--- src/rtl/medac_sweep_ctrl.sv ---
// medac_sweep_ctrl
// Calibration sequencer for the MEDAC-protected async FIFO test top. It runs
// in the write-clock domain and steps the variable-clock select code from
// sel_min to sel_max. For each code it settles, snapshots the MEDAC error
// counters, enables traffic through `start`, and drains. It then scores the
// error delta and keeps the code with the fewest errors. Ties keep the
// lower code.
//
// Optional feature: define MEDAC_SWEEP_LOG_EN to get a per-code result pulse
// on meas_valid/meas_sel/meas_err. Without the macro those outputs are tied
// to 0 and no logging registers exist.
module medac_sweep_ctrl #(
   parameter int CNT_W      = 32,
   parameter int MEAS_CYC   = 1024,
   parameter int SETTLE_CYC = 16
) (
   input  logic             clk,
   input  logic             rst,
   input  logic             go,
   input  logic             abort,
   input  logic [3:0]       sel_min,
   input  logic [3:0]       sel_max,
   input  logic [3:0]       win_sel_in,
   input  logic [CNT_W-1:0] error_origin_cnt,
   input  logic [CNT_W-1:0] error_ptr_cnt,
   output logic             start,
   output logic [3:0]       var_clk_sel_origin,
   output logic [3:0]       var_clk_sel_leading,
   output logic [3:0]       var_clk_sel_lagging,
   output logic [3:0]       win_sel,
   output logic             busy,
   output logic             done,
   output logic             best_valid,
   output logic [3:0]       best_sel,
   output logic [CNT_W-1:0] best_err,
   output logic             meas_valid,
   output logic [3:0]       meas_sel,
   output logic [CNT_W-1:0] meas_err
);

   // One down-counter serves the settle, measure and drain phases. It is
   // sized for the longer of the two phase lengths.
   localparam int TMAX = (MEAS_CYC > SETTLE_CYC) ? MEAS_CYC : SETTLE_CYC;
   localparam int TW   = $clog2(TMAX + 1);
   localparam logic [TW-1:0]    SETTLE_LD = TW'(SETTLE_CYC - 1);
   localparam logic [TW-1:0]    MEAS_LD   = TW'(MEAS_CYC - 1);
   localparam logic [CNT_W-1:0] ALL_ONES  = '1;

   typedef enum logic [2:0] {
      S_IDLE, S_SETTLE, S_SNAP, S_MEAS, S_DRAIN, S_EVAL, S_NEXT, S_FIN
   } state_t;

   state_t           r_state;
   logic [TW-1:0]    r_tmr;
   logic [3:0]       r_k;
   logic [3:0]       r_lead;
   logic [3:0]       r_lag;
   logic [3:0]       r_max;
   logic [3:0]       r_win;
   logic             r_empty;
   logic             r_start;
   logic             r_busy;
   logic             r_done;
   logic             r_best_valid;
   logic [3:0]       r_best_sel;
   logic [CNT_W-1:0] r_best_err;
   logic [CNT_W-1:0] r_base_o;
   logic [CNT_W-1:0] r_base_p;

   logic [CNT_W-1:0] w_d_o;
   logic [CNT_W-1:0] w_d_p;
   logic [CNT_W:0]   w_sum_wide;
   logic [CNT_W-1:0] w_sum;
   logic [3:0]       w_k_inc;

   // Neighbouring codes, clamped to the 0..15 code range.
   function automatic logic [3:0] lead_of(input logic [3:0] k);
      return (k == 4'd15) ? 4'd15 : k + 4'd1;
   endfunction

   function automatic logic [3:0] lag_of(input logic [3:0] k);
      return (k == 4'd0) ? 4'd0 : k - 4'd1;
   endfunction

   // Per-code score. The subtraction is modular so a counter that wraps
   // during the window still gives the true delta. The sum saturates.
   always_comb begin
      w_d_o      = error_origin_cnt - r_base_o;
      w_d_p      = error_ptr_cnt - r_base_p;
      w_sum_wide = {1'b0, w_d_o} + {1'b0, w_d_p};
      w_sum      = w_sum_wide[CNT_W] ? ALL_ONES : w_sum_wide[CNT_W-1:0];
      w_k_inc    = r_k + 4'd1;
   end

   // Sweep sequencer. Every output is registered, and abort overrides any
   // transition out of a non-idle state.
   always_ff @(posedge clk) begin
      if (rst) begin
         r_state      <= S_IDLE;
         r_tmr        <= '0;
         r_k          <= '0;
         r_lead       <= '0;
         r_lag        <= '0;
         r_max        <= '0;
         r_win        <= '0;
         r_empty      <= 1'b0;
         r_start      <= 1'b0;
         r_busy       <= 1'b0;
         r_done       <= 1'b0;
         r_best_valid <= 1'b0;
         r_best_sel   <= '0;
         r_best_err   <= ALL_ONES;
         r_base_o     <= '0;
         r_base_p     <= '0;
      end else begin
         r_done <= 1'b0;
         if (abort && (r_state != S_IDLE)) begin
            // The select outputs intentionally keep their last values.
            r_state      <= S_IDLE;
            r_start      <= 1'b0;
            r_busy       <= 1'b0;
            r_best_valid <= 1'b0;
         end else begin
            case (r_state)
               S_IDLE: begin
                  if (go) begin
                     r_k          <= sel_min;
                     r_lead       <= lead_of(sel_min);
                     r_lag        <= lag_of(sel_min);
                     r_max        <= sel_max;
                     r_win        <= win_sel_in;
                     r_empty      <= (sel_min > sel_max);
                     r_best_err   <= ALL_ONES;
                     r_best_sel   <= sel_min;
                     r_best_valid <= 1'b0;
                     r_busy       <= 1'b1;
                     r_tmr        <= SETTLE_LD;
                     r_state      <= (sel_min > sel_max) ? S_FIN : S_SETTLE;
                  end
               end
               S_SETTLE: begin
                  if (r_tmr == '0) r_state <= S_SNAP;
                  else             r_tmr   <= r_tmr - 1'b1;
               end
               S_SNAP: begin
                  r_base_o <= error_origin_cnt;
                  r_base_p <= error_ptr_cnt;
                  r_tmr    <= MEAS_LD;
                  r_start  <= 1'b1;
                  r_state  <= S_MEAS;
               end
               S_MEAS: begin
                  if (r_tmr == '0) begin
                     r_start <= 1'b0;
                     r_tmr   <= SETTLE_LD;
                     r_state <= S_DRAIN;
                  end else begin
                     r_tmr <= r_tmr - 1'b1;
                  end
               end
               S_DRAIN: begin
                  if (r_tmr == '0) r_state <= S_EVAL;
                  else             r_tmr   <= r_tmr - 1'b1;
               end
               S_EVAL: begin
                  // A strict compare means an equal score never displaces
                  // the earlier, lower code.
                  if (w_sum < r_best_err) begin
                     r_best_err <= w_sum;
                     r_best_sel <= r_k;
                  end
                  r_state <= S_NEXT;
               end
               S_NEXT: begin
                  if (r_k == r_max) begin
                     r_state <= S_FIN;
                  end else begin
                     r_k     <= w_k_inc;
                     r_lead  <= lead_of(w_k_inc);
                     r_lag   <= lag_of(w_k_inc);
                     r_tmr   <= SETTLE_LD;
                     r_state <= S_SETTLE;
                  end
               end
               S_FIN: begin
                  r_done       <= 1'b1;
                  r_best_valid <= !r_empty;
                  r_busy       <= 1'b0;
                  r_state      <= S_IDLE;
               end
               default: r_state <= S_IDLE;
            endcase
         end
      end
   end

   assign start               = r_start;
   assign var_clk_sel_origin  = r_k;
   assign var_clk_sel_leading = r_lead;
   assign var_clk_sel_lagging = r_lag;
   assign win_sel             = r_win;
   assign busy                = r_busy;
   assign done                = r_done;
   assign best_valid          = r_best_valid;
   assign best_sel            = r_best_sel;
   assign best_err            = r_best_err;

`ifdef MEDAC_SWEEP_LOG_EN
   logic             r_meas_valid;
   logic [3:0]       r_meas_sel;
   logic [CNT_W-1:0] r_meas_err;

   // Per-code result log. It is valid in the cycle after EVAL, which
   // coincides with NEXT.
   always_ff @(posedge clk) begin
      if (rst) begin
         r_meas_valid <= 1'b0;
         r_meas_sel   <= '0;
         r_meas_err   <= '0;
      end else begin
         r_meas_valid <= (r_state == S_EVAL) && !abort;
         if ((r_state == S_EVAL) && !abort) begin
            r_meas_sel <= r_k;
            r_meas_err <= w_sum;
         end
      end
   end

   assign meas_valid = r_meas_valid;
   assign meas_sel   = r_meas_sel;
   assign meas_err   = r_meas_err;
`else
   assign meas_valid = 1'b0;
   assign meas_sel   = 4'd0;
   assign meas_err   = '0;
`endif

endmodule

--- config.mk ---
export PLATFORM = sky130hd
export DESIGN_NAME = medac_sweep_ctrl
export DESIGN_NICKNAME = d
export VERILOG_FILES = /design/src/rtl/medac_sweep_ctrl.sv
export SDC_FILE = /design/constraint.sdc
export NUM_CORES = 1
export LEC_CHECK = 0
export ABC_CLOCK_PERIOD_IN_PS = 7450
export CORE_MARGIN = 2
export CORE_UTILIZATION = 51
export CTS_CLUSTER_DIAMETER = 80
export DETAILED_ROUTE_END_ITERATION = 10
export PLACE_DENSITY = 0.78
export SLEW_MARGIN = 15
export SYNTH_ARGS = -nofsm -noshare
export SYNTH_HDL_FRONTEND = slang
export SYNTH_SLANG_ARGS = --single-unit
--- constraint.sdc ---
create_clock -name clk -period 7.45 [get_ports clk]
set_input_delay 0.745 -clock clk [delete_from_list [all_inputs] [get_ports clk]]
set_output_delay 0.745 -clock clk [all_outputs]
set_load 0.005 [all_outputs]
* Word level (Yosys, flattened, before mapping) *
Cells that the tools add are included.

cells by class
  equal/unequal tests = 17
  add/sub/neg operators = 9
  shifts and indexed selects = 0
  order comparisons = 2
  mux-type cells = 38
  bitwise logic cells = 1
  reductions and logical operators = 22
  multipliers = 0
  div/mod/pow operators = 0

operators with widths
  cell                     number
  $mux W32                 3
  $pmux W32 S2             1
  $sub A32 B32 Y32         2
  $pmux W11 S5             1
  $mux W11                 4
  $mux W4                  11
  $add A32 B32 Y33         1
  $lt A32 B32 Y1           1
  $pmux W4 S2              4
  $pmux W3 S8              1
  $mux W3                  6
  $ne A2 B2 Y1 const B     7
  $add A4 B1 Y4 const B    3
  $eq A3 B3 Y1 const B     4
  $reduce_and A4 Y1        3
  $logic_not A11 Y1        1
  $sub A11 B1 Y11 const B  1
  $eq A4 B4 Y1 const B     2
  $logic_not A4 Y1         2
  $reduce_bool A2 Y1       4
  $sub A4 B1 Y4 const B    2
  $eq A3 B2 Y1 const B     2
  $pmux W1 S2              3
  $reduce_and A2 Y1        3
  13 further kinds         17

word-level totals
  memories = 0
  output and inout port bits = 93
  latch bits = 0
  bits in read-only memories = 0
  register bits after elaboration = 139
  RAM bits = 0
  bits of input ports = 80

* Logic depth before layout (Yosys ltp) *
Gate-level depths: netlist of run 1.

  word-level depth = 6
  mapped depth = 35

* Worst setup path before layout of run 1 *
No wires, ideal clock.

  path kind = input to register
  from = input error_ptr_cnt[1]
  to = register r_best_err[27], in the netlist best_err[27]
  arrival = 6.995 ns
  setup slack = 0.333 ns
  data required time = 7.328 ns
  stages on the path = 32
  cell sequence = ha_1 > nor2b_1 > o31a_1 > o311ai_0 > nand2_1 > a21o_1 > a21o_1 > a21o_1 > a21oi_1 > xnor2_1 > ha_1 > a21o_1 > a21o_1 > a221oi_1 > a2bb2oi_1 > o311ai_1 > nand3_1 > and2_1 > clkbuf_1 > clkbuf_1 > nand2_1 > ha_1 > a21o_1 > a21o_1 > a21o_1 > a311o_1 > a211oi_2 > nand4_1 > o211ai_2 > buf_2 > nand2_1 > o32a_1

between the ends
  cells in the longest elaborated chain, start to end = 6
  elaborated cells between the ends (all ways) = 8
  those cells by class = add/sub: 2; order compare: 1; eq/ne: 1; mux: 3; reduce/logical: 1

ends and longest elaborated chain
  what                         RTL line  RTL
  start, declared              25        input logic [CNT_W-1:0] error_ptr_cnt,
  $sub A32 B32 Y32 *           89        w_d_p = error_ptr_cnt - r_base_p;
  $add A32 B32 Y33 *           90        w_sum_wide = {1'b0, w_d_o} + {1'b0, w_d_p};
  $mux W32 *                   91        w_sum = w_sum_wide[CNT_W] ? ALL_ONES : w_sum_wide[CNT_W-1:0];
  $lt A32 B32 Y1               168       if (w_sum < r_best_err) begin
  $ne A2 B2 Y1 (no line)       n/a
  $reduce_and A4 Y1 (no line)  n/a
  end signal, assigned         169       r_best_err <= w_sum;
  end, declared                66        logic [CNT_W-1:0] r_best_err;

Every way passes the cells marked *; elsewhere a longest branch is shown, timed or not. The select of a mux whose other input is x is not followed.
A chain may end at the register's enable or synchronous reset.

* Final worst setup path of run 1 *
  from = input error_origin_cnt[0]
  to = register r_best_err[20], in the netlist best_err[20]

between the ends
  cells in the longest elaborated chain, start to end = 6
  elaborated cells between the ends (all ways) = 8
  those cells by class = add/sub: 2; order compare: 1; eq/ne: 1; mux: 3; reduce/logical: 1

ends and longest elaborated chain
  what                         RTL line  RTL
  start, declared              24        input logic [CNT_W-1:0] error_origin_cnt,
  $sub A32 B32 Y32 *           88        w_d_o = error_origin_cnt - r_base_o;
  $add A32 B32 Y33 *           90
  $mux W32 *                   91
  $lt A32 B32 Y1               168
  $ne A2 B2 Y1 (no line)       n/a
  $reduce_and A4 Y1 (no line)  n/a

Marked as above.

==> impl_results.md, run 1 <==
- Status: finished clean
- Synthesized flop and latch total: 139
- Final hold viol count: 0
- Initial drt markers: 776
- Routed len/inst: 14.61 microns
- HP Class: flip-flop to flip-flop
- Register-to-register setup slack: between 0.6 and 0.7 ns
- Crit path max-delay family: compound AO/OA/AOI/OAI gates
- Worst Path Required: approximately 7.8 ns
- Endpoint class of the critical path: flip-flop
- Max Root-Sink Buffers: 2
- Register area share after synthesis: 23.15%
- First-pass GRT wire length: 51780 microns
- Final setup violation count: 0
- Post-synth EDFFs: 0
- Max stage delay on crit path: slightly below 0.5 ns
- Std cell rows: 56
- Kind of critical path: input pin to flip-flop
- Antenna violations before repair: 0
- First-pass DRT Iterations: 5
- Die Wd: 157.5 microns
- Reg clk slew, reported paths: 0.07 ns
- CORE AREA: 23330 sq um
- CTS Buf Count: 17
- Mapped Cells: 1631
- Buffers & Inverters on Critical Path: 4
- DR DRC count: 0
- Total Routing Usage GR: 25.36%
- WHS Path Cells: 2
- Fillers: 2052
- Final period util: 95.56%
- CTS Hold Bufs: 0
- Worst Skew: 0.01435 ns
- Vias post-DR: 12.11k
- Max H-tree Level: 4
- Clk root buf: clkbuf_16
- Vias in the first global route: ~11k
- I/O Buffers: 135
- Synth-to-layout area growth: 25.79%
- Hold Slack: between 0.4 and 0.5 ns
- Share of layout cells above drive strength 1: 10.39%
- Antenna Diode Count: 0
- Async SR Flop Fraction: 0%
- Nets@finish: 2064
- Hold Startpoint: r_base_o[12]
- Die area: 24810 sq um
- Io pins: 173
- Total gr overflow: 0
- Hpwl dp: 23540 microns
- Worst-Margin Slew: 1.012 ns
- Starting density of the core: 51.51%
- Ys Warns: 0
- Multi-input gate area: 8459 sq um
- Worst Hold End: r_base_o[12]
- PwrDens: 338.8 nW/um^2
- DRT antenna net count: 0
- Setup tns final: 0 ns
- Routability cong.: around 0.9
- Sequential cell area: 2783 sq um
- Synth Area per Inst: 7.369 sq um
- Cell area after synthesis: 12020 sq um
- Most used DFF post-synth: dfxtp_1
- Worst Path Arrival: 7.43 ns
- Worst VDD drop: 0.1529 mV
- CTS tree: built
- Final Slew Violations: 0
- Vias per std cell: 5.566
- Reg-to-Reg End: best_err[20]
- Max-Slew Margin vs Limit: 32.27%
- Reg2Reg Depth: 34
- Slowest cell on crit path: or4b_1
- Worst Path Max Fanout: 12
- Maxcap violations: 0
- Total Wirelength: 31790 microns
- Leak: 0.006540 uW
- Worst reg2reg path startpoint: r_base_p[1]
- Fmax: 140.5 MHz
- Worst setup SP type: input pin
- Worst skew pair latency: 0.43 ns
- Clk sink count: 139
- Min Clock Period, post-route: 7.119 ns
- Die Y: roughly 160 microns
- Largest net degree at the start of global routing: 72
- Yosys cell types: between 70 and 80
-- layer usage --
metal,vias to the layer above,routed length [microns],global-route usage (%)
met5,-,0,0
met2,367,14990,44.23
met3,65,1570,3.359
met1,5579,14430,31.88
met4,0,804,9.221
li1,6100,-,-
-- flip-flops by register name, summed over array words and instances (netlist names), 3 cells and up --
register / cells
r_tmr: 11
var_clk_sel_lagging: 4
r_base_o: 32
var_clk_sel_origin: 4
best_sel: 4
r_max: 4
r_state: 3
best_err: 32
r_base_p: 32
var_clk_sel_leading: 4
win_sel: 4
-- Yosys cell counts, types with 38 or more instances --
cell type  count  area share, %
a21oi_1      173            7.2
nor3_1        43            1.8
a21o_1        41            2.6
buf_4         38            2.4
nand2_1      252            7.9
inv_1        134            4.2
dfxtp_1      139             23
ha_1         137             14
xnor2_1       47            3.4
nor2_1       112            3.5
o21ai_0       64            2.7
clkbuf_1      45            1.4
-- cells in the final DEF, fill, tap and decap left out, types with 41 or more instances in the layout --
cell type,count
dfxtp_1,139
a21oi_1,167
clkdlybuf4s50_1,133
ha_1,137
nand2_1,252
nor3_1,42
inv_1,134
buf_4,116
a21o_1,41
xnor2_1,46
o21ai_0,60
nor2_1,110
-- cell families after synthesis --
family,count (synthesis),synth area share (%)
flops,139,23.15
xor+xnor,84,6.121
fa+ha+maj,140,14.76
simple gates,569,22.23
other cells,1,0.03120
compound gates,462,24.93
buf+inv,234,8.609
mux,2,0.1666
-- stage by stage --
| step | total power [uW] | worst slack, ns | cells | cell area, sq um | util (%) |
|---|---|---|---|---|---|
| final | 5121 | 0.3310 | 2176 | 15120 | 64.80 |
| after global routing | 5544 | -0.07654 | 2176 | 15120 | 64.80 |
| after CTS | 4950 | 0.03217 | 2168 | 14870 | 63.73 |
| after detailed placement | 4039 | -0.3953 | 2136 | 14280 | 61.19 |
| after global placement | 3965 | -0.2087 | 2136 | 14280 | 61.19 |
| after floorplan | 3008 | 0.3331 | 1667 | 12150 | - |
-- worst max-delay path by stage --
stage	from	to	slack (ns)	cells past startpoint
6_report	error_origin_cnt[0]	best_err[20]	0.33	33
5_1_grt	error_ptr_cnt[2]	best_err[0]	-0.08	35
4_1_cts	error_origin_cnt[0]	best_err[0]	0.03	33
3_5_place_dp	error_origin_cnt[0]	best_err[0]	-0.40	33
3_3_place_gp	error_ptr_cnt[1]	best_err[0]	-0.21	33
2_1_floorplan	error_ptr_cnt[1]	best_err[27]	0.33	32
-- area by class of cell --
class                      instances  share of cell area (%)
multi-input combinational       1294                   55.95
clock buffer                      17                   2.814
sequential                       139                   18.41
timing repair buffer             258                   15.75
inverter                         134                   3.327
tap                              319                   2.640
clock inverter                    15                   1.109
-- repair_timing --
action,4_1_cts,5_1_grt
resized for setup,0,32
buffers inserted,0,5
setup endpoints to repair,0,36
-- worst reg2reg max path, delay by kind of cell, from the launching register on --
kind	cells	cell delay [ns]
AO/OA/AOI/OAI	19	3.81
XOR/XNOR	2	0.35
adder cells (fa/ha/maj)	3	0.81
buffers and inverters	4	0.52
flip-flops	1	0.40
AND/OR/NAND/NOR	6	0.80
-- report_power, final --
group,total [uW],switching [uW],internal [uW],leakage (uW)
Clock,882,403,479,0.000287
Sequential,983,123,860,0.00113
Combinational,3260,1730,1530,0.00512
Total,5120,2260,2870,0.00654
Note: power is estimated with default switching activity, not from simulation.
==> inputs of run 2 (changes only) <==
--- a/config.mk
+++ b/config.mk
@@ -11,6 +11,7 @@
 export CTS_CLUSTER_DIAMETER = 80
 export DETAILED_ROUTE_END_ITERATION = 10
 export PLACE_DENSITY = 0.78
+export REMOVE_ABC_BUFFERS = 1
 export SLEW_MARGIN = 15
 export SYNTH_ARGS = -nofsm -noshare
 export SYNTH_HDL_FRONTEND = slang
==> impl_results.md, run 2 (synthesis results as in run 1) <==
- Status: finished clean
- CTS tree: built
- Endpoint class of the critical path: flip-flop
- Worst setup SP type: input pin
- Final period util: 97.40% (+1.8 points)
- DR DRC count: 0 (unchanged)
- PwrDens: 343.7 nW/um^2 (+1.5%)
- Hold Slack: 0.4549 ns (+0.001624 ns)
- Design Area, Final: 15350 sq um (+1.5%)
- Clk root buf: clkbuf_16
- Max Root-Sink Buffers: 2 (unchanged)
- Final Slew Violations: 0 (unchanged)
- CORE AREA: 23330 sq um (unchanged)
- Std cell rows: 56 (unchanged)
- Fmax: 137.8 MHz (-1.9%)
- HP Class: flip-flop to flip-flop
- First-pass DRT Iterations: 5 (unchanged)
- Min Clock Period, post-route: 7.257 ns (+0.1375 ns)
- Crit path max-delay family: compound AO/OA/AOI/OAI gates
- Die Y: 157.5 microns (unchanged)
- Total Routing Usage GR: 25.80% (+0.44 points)
- Nets@finish: 2088 (+1.2%)
- Reg clk slew, reported paths: 0.07 ns (about the same)
- Reg2Reg Depth: 35 (+2.9%)
- Max H-tree Level: 4 (unchanged)
- Routed len/inst: 15.10 microns (+3.4%)
- Initial drt markers: 815 (+5.0%)
- Share of layout cells above drive strength 1: 12.07% (+1.7 points)
- Worst VDD drop: 0.1934 mV (+27%)
- Max-Slew Margin vs Limit: 38.25% (+6.0 points)
- Non-Filler Instances: 2200 (+1.1%)
- Hpwl dp: 24240 microns (+3.0%)
- Worst Path Arrival: 7.59 ns (+0.16 ns)
- I/O Buffers: 135 (unchanged)
- Worst Path Required: 7.78 ns (+0.02 ns)
- Crit path top cell by count: a21o_1
- Io pins: 173 (unchanged)
- Buffers & Inverters on Critical Path: 6 (+2)
- Die area: 24810 sq um (unchanged)
- Total gr overflow: 0 (unchanged)
- DRT antenna net count: 0 (unchanged)
- Starting density of the core: 51.51% (unchanged)
- CTS Hold Bufs: 0 (unchanged)
- Slowest cell on crit path: o41a_1
- Leak: 0.006681 uW (+2.2%)
- Kind of critical path: input pin to flip-flop
- Worst skew pair latency: 0.43 ns (about the same)
- Routability cong.: 0.9116 (+2.8%)
- Worst Skew: 0.007976 ns (-0.006372 ns)
- Die Wd: 157.5 microns (unchanged)
- Worst Path Max Fanout: 13 (+1)
- Clk sink count: 139 (unchanged)
- Commonest cells after routing, fill and taps aside: nand2_1, a21oi_1, dfxtp_1, buf_4, ha_1
- Vias per std cell: 5.599 (+0.59%)
- Worst-Margin Slew: 0.9262 ns (-0.08601 ns)
- Placed insts: 2155 (+0.89%)
- Antenna violations before repair: 0 (unchanged)
- Max stage delay on crit path: 0.52 ns (+0.03 ns)
- Synth-to-layout area growth: 27.69%
- CP Depth: 32 (-3.0%)
- WHS Path Cells: 2 (unchanged)
- Vias in the first global route: 11.35k (+0.57%)
- CTS Buf Count: 17 (unchanged)
- Antenna Diode Count: 0 (unchanged)
- Fin util: 65.78% (+0.98 points)
- Maxcap violations: 0 (unchanged)
- Pre-CTS setup slack: -0.5031 ns (-0.1078 ns)
- Placed Area: 14430 sq um (+1.1%)
- First-pass GRT wire length: 52800 microns (+2.0%)
- Total Wirelength: 33230 microns (+4.5%)
- Vias post-DR: 12.32k (+1.7%)
- Fin worst setup slack: 0.1935 ns (-0.1375 ns)
- Final setup violation count: 0 (unchanged)
- Largest net degree at the start of global routing: 85 (+18%)
- Final hold viol count: 0 (unchanged)
- Leading cell type in the layout, fill and taps excluded: nand2_1
run 2: cell count changes in the layout (fill, tap and decap cells not counted), moves of 2 or more:
| cell | previous run | this run |
|---|---|---|
| clkinv_2 | 0 | 2 |
| o21ai_0 | 60 | 58 |
| buf_4 | 116 | 138 |
| dlymetal6s2s_1 | 1 | 3 |
| clkdlybuf4s50_1 | 133 | 131 |
| o31ai_2 | 2 | 0 |
| ha_1 | 137 | 135 |
| o21ai_2 | 0 | 3 |
| o21ai_1 | 5 | 3 |
| buf_6 | 1 | 4 |
run 2: path summary, 6_finish.rpt:
path	from	to	slack (ns)
worst min-delay path	r_base_p[22]	r_base_p[22]	0.45
worst min register to register	r_base_p[22]	r_base_p[22]	0.45
worst max register to register	r_base_p[1]	best_err[30]	0.35
worst max-delay path	error_origin_cnt[2]	best_err[30]	0.19
run 2: report_power, final:
group          total (uW)  internal [uW]  switching (uW)
combinational        3390           1610            1780
sequential            986            860             125
clock                 899            508             392
run 2: area by class of cell:
| type | count | area (sq um) |
|---|---|---|
| clock buffer | 17 | 425.4 |
| fill | 1962 | 7985 |
| inverter | 134 | 503.0 |
| multi-input combinational | 1294 | 8517 |
| timing repair buffer | 282 | 2545 |
| clock inverter | 15 | 175.2 |
| tap | 319 | 399.1 |
| sequential | 139 | 2783 |
run 2: layer usage:
layer / GRT usage, % / vias up / share of wire [%]
met2: 44.65 / 412 / 48
met5: 0 / - / 0
met1: 33.09 / 5702 / 45
met4: 8.485 / 0 / 2.4
met3: 3.414 / 62 / 4.6
li1: - / 6141 / -
run 2: repair_timing:
action	CTS	global route
setup endpoints to repair	24	36
resized for setup	1	47
setup buffers	1	8
pin swaps	3	28
cloned	0	4
run 2: worst register-to-register path, delay by kind of cell, from the launching register on:
family	cells	cell delay [ns]
AO/OA/AOI/OAI	19	4.10
adder cells (fa/ha/maj)	3	0.86
buffers and inverters	5	0.73
AND/OR/NAND/NOR	6	0.59
flip-flops	1	0.40
XOR/XNOR	2	0.32
run 2: stage by stage:
step / TNS, ns / total power, uW
floorplan: -35.43 / 2923
CTS: 0 / 5060
finish: 0 / 5276
detailed placement: -14.83 / 4125
global placement: -9.703 / 4043
global route: -0.6307 / 5683
